==> src/rtl/cache_victim_buffer_pkg.sv <==
// Shared constants and state encoding for the cache victim (writeback) buffer.
// Cache geometry lives here so the buffer, its interface and the flush logic agree.
package cache_victim_buffer_pkg;

  localparam int NUMWAYS    = 4;
  localparam int SETLEN     = 7;
  localparam int TAGLEN     = 21;
  localparam int LINELEN    = 512;
  localparam int BEATLEN    = 64;
  localparam int PA_BITS    = 34;

  localparam int BEATS      = LINELEN / BEATLEN;
  localparam int BEATCNTLEN = $clog2(BEATS);
  localparam int OFFSETLEN  = $clog2(LINELEN / 8);
  localparam int BEATBYTES  = BEATLEN / 8;

  typedef enum logic [1:0] {
    IDLE,
    DRAIN,
    WAITRESP
  } state_t;

endpackage

==> src/rtl/cache_victim_buffer_if.sv <==
// Signal bundle between cache controller, victim buffer and write bus.
// CACHE_VICTIM_BUFFER_FORWARD_EN adds the FwdValid/FwdLine/FwdTake forwarding path.
interface cache_victim_buffer_if;
  import cache_victim_buffer_pkg::*;

  logic                        CaptureReq;
  logic [NUMWAYS-1:0]          VictimWay;
  logic [NUMWAYS-1:0]          DirtyWay;
  logic [NUMWAYS*TAGLEN-1:0]   TagWay;
  logic [SETLEN-1:0]           VictimSet;
  logic [LINELEN-1:0]          VictimLine;
  logic                        CaptureStall;
  logic [TAGLEN-1:0]           LookupTag;
  logic [SETLEN-1:0]           LookupSet;
  logic                        BufHit;
  logic                        BusReq;
  logic [PA_BITS-1:0]          BusAdr;
  logic [BEATLEN-1:0]          BusWData;
  logic                        BusLast;
  logic                        BusReady;
  logic                        BusDone;
  logic                        Busy;
`ifdef CACHE_VICTIM_BUFFER_FORWARD_EN
  logic                        FwdValid;
  logic [LINELEN-1:0]          FwdLine;
  logic                        FwdTake;
`endif

  // Handshakes: a beat transfers on a clock edge where BusReq && BusReady; while
  // BusReq is high and BusReady low, BusAdr/BusWData/BusLast stay stable. A
  // capture transfers on an edge where CaptureReq && !CaptureStall; the
  // controller holds CaptureReq and its victim data while CaptureStall is high.
  // The buffer is the master of the write bus, hence "master" is its side.
  modport master (
    input  CaptureReq, VictimWay, DirtyWay, TagWay, VictimSet, VictimLine,
    input  LookupTag, LookupSet, BusReady, BusDone,
`ifdef CACHE_VICTIM_BUFFER_FORWARD_EN
    input  FwdTake,
    output FwdValid, FwdLine,
`endif
    output CaptureStall, BufHit, BusReq, BusAdr, BusWData, BusLast, Busy
  );

  modport slave (
    output CaptureReq, VictimWay, DirtyWay, TagWay, VictimSet, VictimLine,
    output LookupTag, LookupSet, BusReady, BusDone,
`ifdef CACHE_VICTIM_BUFFER_FORWARD_EN
    output FwdTake,
    input  FwdValid, FwdLine,
`endif
    input  CaptureStall, BufHit, BusReq, BusAdr, BusWData, BusLast, Busy
  );

endinterface

==> src/rtl/cache_victim_buffer_select.sv <==
// One-hot victim way to tag slice plus dirty reduction; purely combinational so
// the flush logic can reuse it. A multi-hot VictimWay is illegal.
module cache_victim_select #(
  parameter int NUMWAYS = cache_victim_buffer_pkg::NUMWAYS,
  parameter int TAGLEN  = cache_victim_buffer_pkg::TAGLEN
) (
  input  logic [NUMWAYS-1:0]        victim_way,
  input  logic [NUMWAYS-1:0]        dirty_way,
  input  logic [NUMWAYS*TAGLEN-1:0] tag_way,
  output logic                      dirty_hit,
  output logic [TAGLEN-1:0]         tag
);

  // And-or mux: an all-zero victim yields a zero tag and no dirty hit.
  always_comb begin
    tag = '0;
    for (int i = 0; i < NUMWAYS; i++) begin
      if (victim_way[i]) tag = tag | tag_way[i*TAGLEN +: TAGLEN];
    end
  end

  assign dirty_hit = |(victim_way & dirty_way);

`ifndef SYNTHESIS
  always_comb begin
    assert ($onehot0(victim_way));
  end
`endif

endmodule

==> src/rtl/cache_victim_buffer.sv <==
// Single-entry writeback buffer: captures a dirty victim line in one cycle and
// drains it beat by beat. Optional forwarding: CACHE_VICTIM_BUFFER_FORWARD_EN.
module cache_victim_buffer
  import cache_victim_buffer_pkg::*;
(
  input  logic                   clk,
  input  logic                   reset,
  cache_victim_buffer_if.master  vb,
  output state_t                 dbg_state
);

  state_t                 state;
  logic                   valid;
  logic [BEATCNTLEN-1:0]  beat;
  logic [TAGLEN-1:0]      tag_q;
  logic [SETLEN-1:0]      set_q;
  logic [LINELEN-1:0]     line_q;

  logic                   dirty_hit;
  logic [TAGLEN-1:0]      sel_tag;
  logic                   drain;
  logic                   last_beat;
  logic                   buf_hit;
  logic                   fwd_cancel;
  logic [PA_BITS-1:0]     line_adr;

  cache_victim_select #(
    .NUMWAYS (NUMWAYS),
    .TAGLEN  (TAGLEN)
  ) u_select (
    .victim_way (vb.VictimWay),
    .dirty_way  (vb.DirtyWay),
    .tag_way    (vb.TagWay),
    .dirty_hit  (dirty_hit),
    .tag        (sel_tag)
  );

  assign drain     = (state == DRAIN);
  assign last_beat = (beat == BEATCNTLEN'(BEATS - 1));
  assign buf_hit   = valid && (vb.LookupTag == tag_q) && (vb.LookupSet == set_q);

`ifdef CACHE_VICTIM_BUFFER_FORWARD_EN
  // The controller reinstalls the forwarded line as dirty, so the writeback is moot.
  assign fwd_cancel  = vb.FwdTake && buf_hit && (state != IDLE);
  assign vb.FwdValid = buf_hit;
  assign vb.FwdLine  = line_q;
`else
  assign fwd_cancel  = 1'b0;
`endif

  always_ff @(posedge clk or negedge reset) begin
    if (!reset) begin
      state  <= IDLE;
      valid  <= 1'b0;
      beat   <= '0;
      tag_q  <= '0;
      set_q  <= '0;
      line_q <= '0;
    end else if (fwd_cancel) begin
      state <= IDLE;
      valid <= 1'b0;
      beat  <= '0;
    end else begin
      case (state)
        IDLE: begin
          if (vb.CaptureReq && dirty_hit) begin
            tag_q  <= sel_tag;
            set_q  <= vb.VictimSet;
            line_q <= vb.VictimLine;
            valid  <= 1'b1;
            state  <= DRAIN;
          end
        end
        DRAIN: begin
          if (vb.BusReady) begin
            if (last_beat) begin
              beat  <= '0;
              state <= WAITRESP;
            end else begin
              beat <= beat + 1'b1;
            end
          end
        end
        WAITRESP: begin
          if (vb.BusDone) begin
            valid <= 1'b0;
            state <= IDLE;
          end
        end
        default: state <= IDLE;
      endcase
    end
  end

  assign line_adr = {tag_q, set_q, {OFFSETLEN{1'b0}}};

  // Bus outputs are gated to zero outside DRAIN so an idle bus shows no stale data.
  assign vb.BusReq       = drain;
  assign vb.BusAdr       = drain ? (line_adr + PA_BITS'(beat) * PA_BITS'(BEATBYTES)) : '0;
  assign vb.BusWData     = drain ? line_q[{beat, {$clog2(BEATLEN){1'b0}}} +: BEATLEN] : '0;
  assign vb.BusLast      = drain && last_beat;
  assign vb.CaptureStall = valid;
  assign vb.Busy         = valid;
  assign vb.BufHit       = buf_hit;
  assign dbg_state       = state;

endmodule

==> src/flat_wrapper.sv <==
// flat-port wrapper written by rule: the top's interface ports become plain ports
module cache_victim_buffer_flat import cache_victim_buffer_pkg::*;
  (clk, reset, dbg_state, vb_CaptureReq, vb_VictimWay, vb_DirtyWay, vb_TagWay, vb_VictimSet, vb_VictimLine, vb_LookupTag, vb_LookupSet, vb_BusReady, vb_BusDone, vb_CaptureStall, vb_BufHit, vb_BusReq, vb_BusAdr, vb_BusWData, vb_BusLast, vb_Busy);
  cache_victim_buffer_if vb_i ();
  input  logic clk;
  input  logic reset;
  output state_t dbg_state;
  input wire logic [$bits(vb_i.CaptureReq)-1:0] vb_CaptureReq;
  input wire logic [$bits(vb_i.VictimWay)-1:0] vb_VictimWay;
  input wire logic [$bits(vb_i.DirtyWay)-1:0] vb_DirtyWay;
  input wire logic [$bits(vb_i.TagWay)-1:0] vb_TagWay;
  input wire logic [$bits(vb_i.VictimSet)-1:0] vb_VictimSet;
  input wire logic [$bits(vb_i.VictimLine)-1:0] vb_VictimLine;
  input wire logic [$bits(vb_i.LookupTag)-1:0] vb_LookupTag;
  input wire logic [$bits(vb_i.LookupSet)-1:0] vb_LookupSet;
  input wire logic [$bits(vb_i.BusReady)-1:0] vb_BusReady;
  input wire logic [$bits(vb_i.BusDone)-1:0] vb_BusDone;
  output wire logic [$bits(vb_i.CaptureStall)-1:0] vb_CaptureStall;
  output wire logic [$bits(vb_i.BufHit)-1:0] vb_BufHit;
  output wire logic [$bits(vb_i.BusReq)-1:0] vb_BusReq;
  output wire logic [$bits(vb_i.BusAdr)-1:0] vb_BusAdr;
  output wire logic [$bits(vb_i.BusWData)-1:0] vb_BusWData;
  output wire logic [$bits(vb_i.BusLast)-1:0] vb_BusLast;
  output wire logic [$bits(vb_i.Busy)-1:0] vb_Busy;
  assign vb_i.CaptureReq = vb_CaptureReq;
  assign vb_i.VictimWay = vb_VictimWay;
  assign vb_i.DirtyWay = vb_DirtyWay;
  assign vb_i.TagWay = vb_TagWay;
  assign vb_i.VictimSet = vb_VictimSet;
  assign vb_i.VictimLine = vb_VictimLine;
  assign vb_i.LookupTag = vb_LookupTag;
  assign vb_i.LookupSet = vb_LookupSet;
  assign vb_i.BusReady = vb_BusReady;
  assign vb_i.BusDone = vb_BusDone;
  assign vb_CaptureStall = vb_i.CaptureStall;
  assign vb_BufHit = vb_i.BufHit;
  assign vb_BusReq = vb_i.BusReq;
  assign vb_BusAdr = vb_i.BusAdr;
  assign vb_BusWData = vb_i.BusWData;
  assign vb_BusLast = vb_i.BusLast;
  assign vb_Busy = vb_i.Busy;
  cache_victim_buffer u_core (.clk(clk), .reset(reset), .vb(vb_i), .dbg_state(dbg_state));
endmodule
==> config.mk <==
export PLATFORM = sky130hd
export DESIGN_NAME = cache_victim_buffer_flat
export DESIGN_NICKNAME = d
export VERILOG_FILES = /design/src/rtl/cache_victim_buffer_pkg.sv /design/src/rtl/cache_victim_buffer_if.sv /design/src/rtl/cache_victim_buffer_select.sv /design/src/rtl/cache_victim_buffer.sv /design/src/flat_wrapper.sv
export SDC_FILE = /design/constraint.sdc
export NUM_CORES = 1
export LEC_CHECK = 0
export ABC_AREA = 1
export CAP_MARGIN = 30
export CORE_AREA = 2 2 289 291
export CTS_BUF_LIST = sky130_fd_sc_hd__clkbuf_16
export CTS_CLUSTER_SIZE = 25
export DETAILED_ROUTE_END_ITERATION = 12
export DIE_AREA = 0 0 291 293
export PLACE_DENSITY = 0.56
export SLEW_MARGIN = 40
export SYNTH_ARGS = -nofsm -noshare
export SYNTH_HDL_FRONTEND = slang
export SYNTH_HIERARCHICAL = 1
export SYNTH_SLANG_ARGS = --single-unit
==> constraint.sdc <==
create_clock -name clk -period 2.7 [get_ports clk]
set_clock_uncertainty 0.05 [all_clocks]
set_input_delay 0.54 -clock clk [delete_from_list [all_inputs] [get_ports clk]]
set_output_delay 0.54 -clock clk [all_outputs]
set_load 0.01 [all_outputs]
After elaboration in Yosys (flattened, before gate mapping)

Cells that the tools add are included.

Register bits: 546

$add $sub $neg: 2
Equality and inequality tests: 9
Shift operators: 1
Multiplexer cells: 15
Bitwise gates (word level): 4
Reduce and logical (&&, ||, !) cells: 11

Operators by type and width:

| operator                                       | count |
|---|---|
| indexed part select 512 x 10 -> 64 bit         | 1 |
| 2-to-1 mux 21 bit                              | 4 |
| 2-to-1 mux 64 bit                              | 1 |
| OR 21 bit                                      | 3 |
| adder 34 x 6 -> 34 bit                         | 1 |
| 2-to-1 mux 34 bit                              | 1 |
| == test 21 bit                                 | 1 |
| 2-to-1 mux 2 bit                               | 4 |
| == test 7 bit                                  | 1 |
| != test 2 bit (second input constant)          | 3 |
| one-hot mux 2 bit (3 select lines)             | 1 |
| bitwise AND 4 bit                              | 1 |
| logical AND 1 bit                              | 4 |
| AND reduction 2 bit                            | 2 |
| AND reduction 4 bit                            | 1 |
| OR reduction 4 bit                             | 1 |
| adder 3 x 1 -> 3 bit (second input constant)   | 1 |
| == test 3 bit (second input constant)          | 1 |
| 2-to-1 mux 3 bit                               | 1 |
| AND reduction 3 bit                            | 1 |
| == test 2 x 1 -> 1 bit (second input constant) | 1 |
| == test 2 bit (second input constant)          | 1 |
| zero test 2 bit                                | 1 |
| 2-to-1 mux 1 bit                               | 2 |
| other kinds (3)                                | 3 |

Logic depth before layout (Yosys ltp)

Depth after elaboration: 7
Gate-level depth with buffers: 11
Gate-level depth less buffers: 8

By module

Netlist, hierarchy kept.

Modules (own cells, without submodules):

| module              | times used | cells an instance | area each (um^2) | seq. area each (um^2) |
|---|---|---|---|---|
| cache_victim_buffer | 1          | 2331              | 26015.0          | 13663.1 |
| cache_victim_select | 1          | 206               | 825.8            | 0.0 |

Worst setup path after synthesis

OpenSTA, ideal clock, no wires.

Path kind: reg-to-output
From: register u_core.state[1] (netlist: u_core/dbg_state[1])
To: output vb_BusWData[34]
Arrival: 1.421 ns
Setup slack: 0.689 ns
Stages on the path, launching flop included: 8
Cells stage by stage: dfrtp_1 > nor2_2 > nand2_1 > inv_1 > buf_2 > buf_1 > nand2_1 > nand2_1

Word-level cells in the longest chain between the ends: 2

RTL lines:

| element                | RTL line                   | text |
|---|---|---|
| from (decl)            | cache_victim_buffer.sv:12  | `state_t state;` |
| from (signal assigned) | cache_victim_buffer.sv:53  | `state <= IDLE;` |
| from (signal assigned) | cache_victim_buffer.sv:60  | `state <= IDLE;` |
| from (signal assigned) | cache_victim_buffer.sv:71  | `state <= DRAIN;` |
| == test 2 x 1 -> 1 bit | cache_victim_buffer.sv:38  | `assign drain = (state == DRAIN);` |
| named net vb_BusReq    | flat_wrapper.sv:20         | `output wire logic [$bits(vb_i.BusReq)-1:0] vb_BusReq;` |
| 2-to-1 mux 64 bit      | cache_victim_buffer.sv:100 | `assign vb.BusWData = drain ? line_q[{beat, {$clog2(BEATLEN){1'b0}}} +: BEATLEN] : '0;` |
| to (decl)              | flat_wrapper.sv:22         | `output wire logic [$bits(vb_i.BusWData)-1:0] vb_BusWData;` |

The timed path passes the listed nets, and every way through them passes these cells.

Worst setup path in the final report

From: register u_core.beat[0]
To: output vb_BusWData[14]

Word-level cells in the longest chain between the ends: 2

RTL lines:

| element                                | RTL line                   | text |
|---|---|---|
| from (decl)                            | cache_victim_buffer.sv:14  | `logic [BEATCNTLEN-1:0] beat;` |
| from (signal assigned)                 | cache_victim_buffer.sv:80  | `beat <= beat + 1'b1;` |
| indexed part select 512 x 10 -> 64 bit | cache_victim_buffer.sv:100 |  |
| 2-to-1 mux 64 bit                      | cache_victim_buffer.sv:100 |  |

Every way passes these cells.

==> out/results.txt <==
The final-report hold violation count was 0. The run gives 0.874 as the placer's final routability congestion estimate. The final core area utilization was 50.5%; the unique cell type count in the Yosys netlist was 24. In this run the worst hold path is classified as input port to async pin.

The share of total power dissipated in the clock network is 17.8%. Global routing used 23.8% of the available tracks. Timing would allow up to 0.345 GHz. The clock tree root driver cell is clkbuf_16. Counting flops with a built-in enable in the synthesized netlist gives 0.

The finished layout cell area came out at 41300 µm². The cell with the most instances after synthesis was dfrtp_1. The time the worst path needs with I/O delays and setup works out to 2900 ps.

Async set or reset register ratio after synthesis: 100%. For the buffer depth of the longest clock path, the log shows 3. In the synthesized netlist the dominant register cell turns out to be dfrtp_1. Switching share of total power: 36.7%.

The total number of placement rows was 105; the count of input and output buffers was 745. In this run the worst path has a maximum fanout of 8. The run finished, with violations left. The tools report the total die area as 85300 µm². At the worst endpoint, the arrival time is 2310 ps.

The flip-flop and latch count after synthesis was 546; the total I/O pin count was 749. The routed layout has 22200 vias. The final antenna-violating net count is 0, and the slew at the pin closest to its max-slew limit is 506 ps.

Maximum number of pins on one net before global-route repair: 83. In this run, the number of DRC markers left after iteration 0 of detailed routing was 1260. Worst flop-to-flop path endpoint: u_core/line_q[497]$_DFFE_PN0P_. For the max-slew violation total from the final report, the log shows 0. The worst setup path is captured at an output pin. Synthesis handed over a netlist of 2537 instances. The per-cell routed wire length came out at 22.9 µm. The leading area contributor after synthesis was dfrtp_1.

Summed over all layers, the global routing overflow is 0. By count the netlist is led by dfrtp_1 (546), nand2_1 (437), nor2_1 (334), mux2_2 (272), o21ai_0 (256). The tools report the synthesis warning total as 6. From synthesis to final layout, the design area changed by 54.0%.

The critical path in this run is classified as register to output pin. TritonCTS built the clock tree. The clock drives 546 sinks. Kind of start point of the critical path: a register. After the flow finishes, the layout carries non-filler instances totaling 4546. The core region is 81800 µm².

The worst register-to-register path begins at u_core/dbg_state[1]$_DFFE_PN0P_. The number of antenna violations at the first check in global routing was 37; the placement-stage worst setup slack was -164 ps. Cells with a size suffix above 1 make up 31.6% of the layout. At the worst endpoint, the required time is 2110 ps.

The cell depth of the worst flop-to-flop path is 6. Of the total power, registers draw 30.2%. In this run the register-to-register setup slack is 790 ps. The final worst-path cycle share was 107%. Yosys attributes the largest share of cell area to dfrtp_1 (51%), mux2_2 (11%), mux2_4 (11%). The average instance area after synthesis is 10.6 µm². The initial standard-cell utilization of the core was 32.8%. Setup repair after global routing could not meet its margin everywhere. The first-pass GRT wire length came out at 152000 µm.

After synthesis, flip-flops and latches occupy 50.9% of the total area. After detailed routing, the total wire length is 104000 µm. Summing all placed instances gives a cell area of 36200 µm². The first-pass iteration count of the detailed router is 5, and the width of the chip is 291 µm. Buffers inserted during clock tree synthesis total 68.

The vertical die dimension came out at 293 µm. The tool flagged a number of max-cap violations equal to 0. For the count of nets after finishing, the log shows 4059.

The run gives 18.9 nW as the leakage power summed over all cells. The total standard cell area after synthesis was 26800 µm²; the reported net switching power was 18.2 mW. Dividing total power by cell area gives a power density of 1200 nW/µm².

For the total chip power, the log shows 49.5 mW. Post-layout worst setup margin: -198 ps. Number of global-route vias before repair: 23300. The clock slew seen by the registers of the worst setup and hold paths is 50 ps.

For the worst slew slack as a fraction of its limit, the log shows 66.3%. The run gives 31.3 mW as the cell internal power dissipation. The logs give 0.000679 V for the peak supply drop and 600 ps for the latest clock arrival within the worst-skew pair. After legalization and detailed placement, the total HPWL measured 71000 µm.

The remaining routing DRC violations was 0; the via-per-instance ratio was 4.89. The setup violation total in the final timing report is 65. The checks that failed: setup timing. The share of the synthesized area in the top cell type is 50.9%. The tools report the proportion of power drawn by combinational gates as 52.0%. The count of placed standard cells including taps is 4308, and the number of levels the H-tree was split into is 3.
[cell usage in the layout, fill, tap and decap left out, types with 31 or more instances in the layout]
cell / netlist / layout
mux2_2: 272 / 272
o21ai_1: 7 / 77
buf_12: 0 / 70
buf_4: 13 / 80
buf_6: 34 / 63
o22ai_1: 128 / 90
mux2_4: 200 / 200
dlygate4sd2_1: 0 / 31
buf_16: 0 / 35
mux2_1: 40 / 40
clkdlybuf4s50_1: 0 / 647
o21ai_0: 256 / 106
nor2_1: 334 / 272
nor2_2: 2 / 42
o21ai_2: 0 / 70
o22ai_2: 0 / 36
inv_1: 101 / 108
nand2_1: 437 / 400
nand2_2: 0 / 37
clkbuf_16: 0 / 73
dfrtp_1: 546 / 544
[sequential cells by signal, indices dropped and copies added, names as in the netlist]
register	count
u_core/line_q	512
u_core/tag_q	21
u_core/set_q	7
u_core/beat	3
u_core/dbg_state	2
u_core/vb.Busy	1
[metal layers]
layer / global-route usage [%] / up-vias / routed length, µm
li1: - / 10400 / -
met1: 30.3 / 11000 / 44000
met2: 40.3 / 647 / 51000
met3: 5.61 / 164 / 6440
met4: 6.71 / 42 / 2480
met5: 0 / - / 277
[power groups by stage]
stage                     registers, mW  clock network, mW  logic, mW
after global placement             14.6                  0       20.4
after global routing               15.5               9.38       27.5
final                              15.0               8.82       25.7
after floorplan                    13.9                  0       12.2
after detailed placement           14.7                  0       20.6
after CTS                          14.8               9.05       24.5
[worst max-delay path by stage]
stage               slack, ps  depth (start not counted)              end                            start
floorplan                 690                          7  vb_BusWData[34]  u_core/dbg_state[1]$_DFFE_PN0P_
CTS                      -260                          8  vb_BusWData[12]       u_core/beat[0]$_DFFE_PN0P_
finish                   -200                         10  vb_BusWData[14]       u_core/beat[0]$_DFFE_PN0P_
global placement         -160                          7  vb_BusWData[12]       u_core/beat[0]$_DFFE_PN0P_
global route             -290                         10  vb_BusWData[53]       u_core/beat[0]$_DFFE_PN0P_
detailed placement       -160                          7  vb_BusWData[12]       u_core/beat[1]$_DFFE_PN0P_
[critical path: stages (launching register included)]
cell,delay [ps]
dfrtp_4,530
inv_12,110
buf_16,160
buf_12,120
buf_8,120
buf_16,150
nor2_4,40
o22ai_2,130
nand2_1,120
nand2_2,120
buf_6,110
[metrics by stage]
stage | hold WS (ps) | setup TNS, ps
3_5_place_dp | 433 | -442
5_1_grt | 426 | -11950
3_3_place_gp | 426 | -397
6_report | 414 | -5910
4_1_cts | 390 | -9950
2_1_floorplan | 194 | 0
[timing repair]
item	4_1_cts	5_1_grt
gates resized for setup	648	230
pin swaps	100	128
hold buffers	1	0
endpoints found under the hold margin	40	0
setup endpoints to repair	97	66
gates cloned	29	4
setup buffers	62	22
[area by class of cell]
| class | count | area [µm²] |
|---|---|---|
| multi-input cells | 1716 | 12800 |
| flip-flops and latches | 546 | 13700 |
| clock buffers | 69 | 1730 |
| diodes | 16 | 40.0 |
| inverters | 102 | 408 |
| clock inverters | 48 | 402 |
| fillers | 7455 | 40500 |
| repair buffers | 979 | 11000 |
| well taps | 1070 | 1340 |
[cells by family (layout without fill, tap and decap cells)]
kind of cell             after synthesis  after routing  share of synthesized area (%)
other                                  1             19                         0.0140
multiplexers                         512            512                           24.3
flip-flops                           546            546                           50.9
buffers and inverters                277           1198                           5.31
AND/OR/NAND/NOR                      778            778                           10.9
XOR/XNOR                               1              1                         0.0326
AO/OA/AOI/OAI                        420            420                           8.44
adder cells (fa/ha/maj)                2              2                         0.0932
Power figures use the tool's default switching activity.
